[config.mk]
export PLATFORM = sky130hd
export DESIGN_NAME = pipelined_ripple_adder
export DESIGN_NICKNAME = d
export VERILOG_FILES = /design/src/rtl/pipelined_ripple_adder.sv
export SDC_FILE = /design/constraint.sdc
export NUM_CORES = 1
export LEC_CHECK = 0
export CAP_MARGIN = 20
export CORE_ASPECT_RATIO = 1.1
export CORE_UTILIZATION = 30
export DETAILED_ROUTE_END_ITERATION = 16
export GPL_TIMING_DRIVEN = 0
export PLACE_DENSITY = 0.53
export SLEW_MARGIN = 40
export SYNTH_ARGS = -nofsm -noshare
export SYNTH_HDL_FRONTEND = slang
export SYNTH_SLANG_ARGS = --single-unit
[constraint.sdc]
create_clock -name clk -period 6.6 [get_ports clk]
set_input_delay 1.32 -clock clk [delete_from_list [all_inputs] [get_ports clk]]
set_output_delay 1.32 -clock clk [all_outputs]
set_load 0.02 [all_outputs]
[src/rtl/pipelined_ripple_adder.sv]
// Pipelined ripple-carry add/subtract: one SEG-bit slice per stage, carry registered between stages.
// Optional signed saturation of the result when PIPELINED_RIPPLE_ADDER_SAT_EN is defined.
module pipelined_ripple_adder #(
    parameter int WIDTH = 16,
    parameter int SEG   = 4
) (
    input  logic             clk,
    input  logic             rst,
    input  logic             in_valid,
    output logic             in_ready,
    input  logic [WIDTH-1:0] A,
    input  logic [WIDTH-1:0] B,
    input  logic             Cin,
    input  logic             Sub,
    output logic             out_valid,
    input  logic             out_ready,
    output logic [WIDTH-1:0] Sum,
    output logic             Cout,
    output logic             Ovf
);
    localparam int STAGES = WIDTH / SEG;
    localparam int L      = STAGES - 1;
    localparam int NSK    = (STAGES > 1) ? STAGES - 1 : 1;

    generate
        if (WIDTH % SEG != 0) begin : g_width_chk
            $error("pipelined_ripple_adder: WIDTH must be a multiple of SEG");
        end
    endgenerate

    // Skew registers between stages; the last stage lands in the output registers.
    logic [NSK-1:0][WIDTH-1:0] a_q, b_q, s_q;
    logic [NSK-1:0]            c_q, v_q;
    logic [WIDTH-1:0]          sum_q;
    logic                      cout_q, ovf_q, ovld_q;

    logic [STAGES-1:0][WIDTH-1:0] a_in, b_in, s_in, s_d;
    logic [STAGES-1:0]            c_in, v_in, c_d;
    logic [SEG:0]                 slice;
    logic                         ovf_d;
    logic                         adv;

    assign adv      = !ovld_q || out_ready;
    assign in_ready = adv;

    always_comb begin
        a_in    = '0;
        b_in    = '0;
        s_in    = '0;
        c_in    = '0;
        v_in    = '0;
        a_in[0] = A;
        b_in[0] = Sub ? ~B : B;
        c_in[0] = Sub ? 1'b1 : Cin;
        v_in[0] = in_valid;
        for (int k = 1; k < STAGES; k++) begin
            a_in[k] = a_q[k-1];
            b_in[k] = b_q[k-1];
            s_in[k] = s_q[k-1];
            c_in[k] = c_q[k-1];
            v_in[k] = v_q[k-1];
        end
    end

    always_comb begin
        s_d   = '0;
        c_d   = '0;
        slice = '0;
        for (int k = 0; k < STAGES; k++) begin
            slice = {1'b0, a_in[k][k*SEG +: SEG]} + {1'b0, b_in[k][k*SEG +: SEG]}
                  + {{SEG{1'b0}}, c_in[k]};
            s_d[k]                = s_in[k];
            s_d[k][k*SEG +: SEG]  = slice[SEG-1:0];
            c_d[k]                = slice[SEG];
        end
        ovf_d = (a_in[L][WIDTH-1] == b_in[L][WIDTH-1]) && (s_d[L][WIDTH-1] != a_in[L][WIDTH-1]);
`ifdef PIPELINED_RIPPLE_ADDER_SAT_EN
        if (ovf_d)
            s_d[L] = a_in[L][WIDTH-1] ? {1'b1, {(WIDTH-1){1'b0}}} : {1'b0, {(WIDTH-1){1'b1}}};
`endif
    end

    // The whole pipe moves as one; a stalled output freezes every stage.
    always_ff @(posedge clk) begin
        if (rst) begin
            a_q    <= '0;
            b_q    <= '0;
            s_q    <= '0;
            c_q    <= '0;
            v_q    <= '0;
            sum_q  <= '0;
            cout_q <= 1'b0;
            ovf_q  <= 1'b0;
            ovld_q <= 1'b0;
        end else if (adv) begin
            a_q    <= a_in[NSK-1:0];
            b_q    <= b_in[NSK-1:0];
            s_q    <= s_d[NSK-1:0];
            c_q    <= c_d[NSK-1:0];
            v_q    <= v_in[NSK-1:0];
            ovld_q <= v_in[L];
            if (v_in[L]) begin
                sum_q  <= s_d[L];
                cout_q <= c_d[L];
                ovf_q  <= ovf_d;
            end
        end
    end

    assign out_valid = ovld_q;
    assign Sum       = sum_q;
    assign Cout      = cout_q;
    assign Ovf       = ovf_q;
endmodule

==> summary.txt <==
Status - finished, final reports clean
Number of warnings issued by yosys - 0
Cell at the root of the clock tree - sky130_fd_sc_hd__clkbuf_16
Cell leakage power - 2.00 nW
Wire length after detailed routing - 10.4 mm
Final setup vio count - 0
Layout Cells excl Fill - 739
Arrival time reported for the critical path endpoint - 2.98 ns
Post-synthesis instance area - 4210 um^2
Part of the Yosys area used for sequential elements - 46.1%
Post-synthesis sequential element count - 97
Hold bufs inserted after CTS - 0
Buffers inserted during post-CTS setup optimization - 0
Worst setup path category - input pin to output pin
Maximum number of pins on one net before global-route repair - 17
Via total after detailed routing - 3,442
Initial core utilization - 30.7%
Global-route congestion overflow total - 0
Antenna violations before repair - 0
Total half-perimeter wirelength after legalization and detailed placement - 7.73 mm
Final-layout setup total negative slack - 0 ns
Most frequent cells in the layout - 114 x sky130_fd_sc_hd__nand2_1, 97 x sky130_fd_sc_hd__dfxtp_1, 78 x sky130_fd_sc_hd__a21oi_1, 55 x sky130_fd_sc_hd__clkdlybuf4s50_1, 22 x sky130_fd_sc_hd__buf_2
Worst skew pair latency - 0.34 ns
Maximum vdd ir drop - 108 uV
Largest area contributor in the synthesized netlist - sky130_fd_sc_hd__dfxtp_1
DRC - 0
Antenna cell count - 0
Placeable core region - 13,700 um^2
Max Buffers Root-to-Sink - 2
Global router's overall resource usage - 15.2%
Vias in the first global route - 3,412
Setup skew after layout - 0.00928 ns
Switching part of the total power - 25.3%
Part of the cycle the worst path needs - 65.2%
Avg Synthesized Cell Area - 8.76 um^2
Instance count of the mapped netlist - 481
Max frequency - 232 MHz
Power per standard cell area - 241 nW/um^2
Max_cap viols - 0
Vias per std cell - 4.66
Placed cell count - 724
Clock transition time at the flip-flop clock pins of the worst setup and hold paths - 0.07 ns
Unrepaired setup endpoints after global routing - no
Relative slew margins - 65.4%
Crit path max fanout - 10
Pins over their slew limit - 0
Die area - 14,500 um^2
Fraction of synthesis flops using an asynchronous set or reset pin - 0%
Sort of element at the start of the critical path - input pin
Initial DRT Pass Iterations - 4
Deepest level of the CTS H-tree - 3
Hold depth - 2
Reported net switching power - 0.320 mW
Startpoint of the lowest-slack register-to-register path - a_in[20]
Share of the synthesized area in the top cell type - 46.1%
Clock tree from TritonCTS - done
Slack of the worst reg-to-reg path - 4.72 ns
Layout Area Growth over Synthesis - 25.1%
Net count of the mapped netlist - 539
Power share of the clock group - 38.2%
Vertical die dimension - 126 um
Transition time at the pin with the least slew margin - 0.519 ns
Required arrival time at the worst endpoint - 5.28 ns
Synth area leaders - sky130_fd_sc_hd__dfxtp_1 46%, sky130_fd_sc_hd__nand2_1 10%, sky130_fd_sc_hd__a21oi_1 9.3%, sky130_fd_sc_hd__a211oi_2 4.5%, sky130_fd_sc_hd__fa_1 3.8%
Horiz. Die Dim - 115 um
First-pass GRT wire length - 17.0 mm
Pint - 0.947 mW
Comb power frac - 11.2%
Number of violations reported at the end of detailed-routing iteration 0 - 113
Total of cells resized after clock tree synthesis - 0
Final antenna-violating net count - 0
Post-synth cell types - 35
Hold WC Path Type - flip-flop to flip-flop
GP Congestion - 0.854
Ports - 58
Most used flip-flop cell after synthesis - sky130_fd_sc_hd__dfxtp_1
Port buffer count - 55
EDFF count, synth - 0
Final Hold Viols - 0
Reg power frac - 50.6%
Logic depth of the worst register-to-register path - 5
Critical path launch point - out_ready
Destination of the critical timing path - in_ready
Endpoint of the most critical register-to-register path - c_q[1]
CTS buffer count - 9
Post-detailed-route wirelength per cell - 14.0 um
Layout cells sized above 1 - 11.4%
Most common library cell in the layout ignoring fill and taps - sky130_fd_sc_hd__nand2_1
Kind of end point of the critical path - output pin
Nets@finish - 605
Minimum clock period - 4.30 ns
Cell Rows - 45
Clock sink count - 97
## worst max-delay path, stage by stage
cell,delay [ns]
sky130_fd_sc_hd__clkdlybuf4s50_1,0.51
sky130_fd_sc_hd__nor2b_4,0.06
sky130_fd_sc_hd__inv_2,0.07
sky130_fd_sc_hd__buf_6,0.15
sky130_fd_sc_hd__buf_4,0.23
sky130_fd_sc_hd__clkdlybuf4s50_1,0.64
## state kept, by name (all words and copies together) (netlist names)
signal,flops
b_in,24
s_d,24
v_q,3
a_in,24
Sum,16
c_q,3
Cout,1
Ovf,1
out_valid,1
## synth_stat cells (all sizes together), types with 2 or more instances
master     n
a21o       6
nor3       3
nand2b     4
nand2    114
nand3b     3
nor2      21
xor2       4
a21oi     78
dfxtp     97
fa         8
xnor2     16
o2111ai    2
o221ai     2
inv        5
o211ai     2
a211oi    20
buf       30
ha        12
nand3     17
a2111o     3
or2        2
or3        2
clkbuf     8
nor2b      3
o21ai     15
## logic make-up after synthesis
logic type	synth area share, %
compound gates	19.5
xor+xnor	4.16
fa+ha+maj	7.37
buf+inv	5.47
flops	46.1
simple gates	17.4
## layer usage
metal / track usage [%] / up-vias / share of wire (%) / wire [um]
met2: 25.9 / 68 / 48 / 5020
met4: 4.81 / 0 / 1.3 / 132
met5: 0 / - / 0 / 0
met1: 19.4 / 1599 / 46 / 4810
met3: 2.55 / 11 / 3.9 / 400
li1: - / 1764 / - / -
## area by class of cell
class                   count  area [um^2]
fillers                  1473         8470
multi-input cells         341         2040
flip-flops and latches     97         1940
repair buffers             55          551
well taps                 188          235
clock buffers               9          225
plain buffers              38          211
clock inverters             6         45.0
inverters                   5         18.8
## stage by stage
stage                     area [um^2]  power, mW  hold slack (ns)  setup slack, ns  util, %
final                            5270       1.27            0.446             2.30     38.3
after floorplan                  4210      0.742            0.432             3.32        -
after detailed placement         5000      0.797            0.444             2.31     36.4
after global placement           5000      0.794            0.440             2.31     36.4
after global routing             5270       1.32            0.470             2.25     38.3
after CTS                        5270       1.28            0.453             2.30     38.3
## power groups by stage
stage	clock network (mW)	logic (mW)	registers (mW)
4_1_cts	0.494	0.144	0.641
3_3_place_gp	0	0.140	0.654
2_1_floorplan	0	0.0922	0.650
5_1_grt	0.519	0.160	0.645
6_report	0.484	0.142	0.641
3_5_place_dp	0	0.142	0.655
## worst min-delay path by stage
| stage | slack, ns | startpoint | to |
|---|---|---|---|
| detailed placement | 0.44 | a_in[29] | a_in[29] |
| finish | 0.45 | a_in[31] | a_in[47] |
| floorplan | 0.43 | a_in[24] | a_in[24] |
| CTS | 0.45 | s_d[33] | s_d[33] |
| global placement | 0.44 | b_in[47] | b_in[47] |
| global route | 0.47 | s_d[49] | s_d[49] |
(Power assumes the default switching activity.)
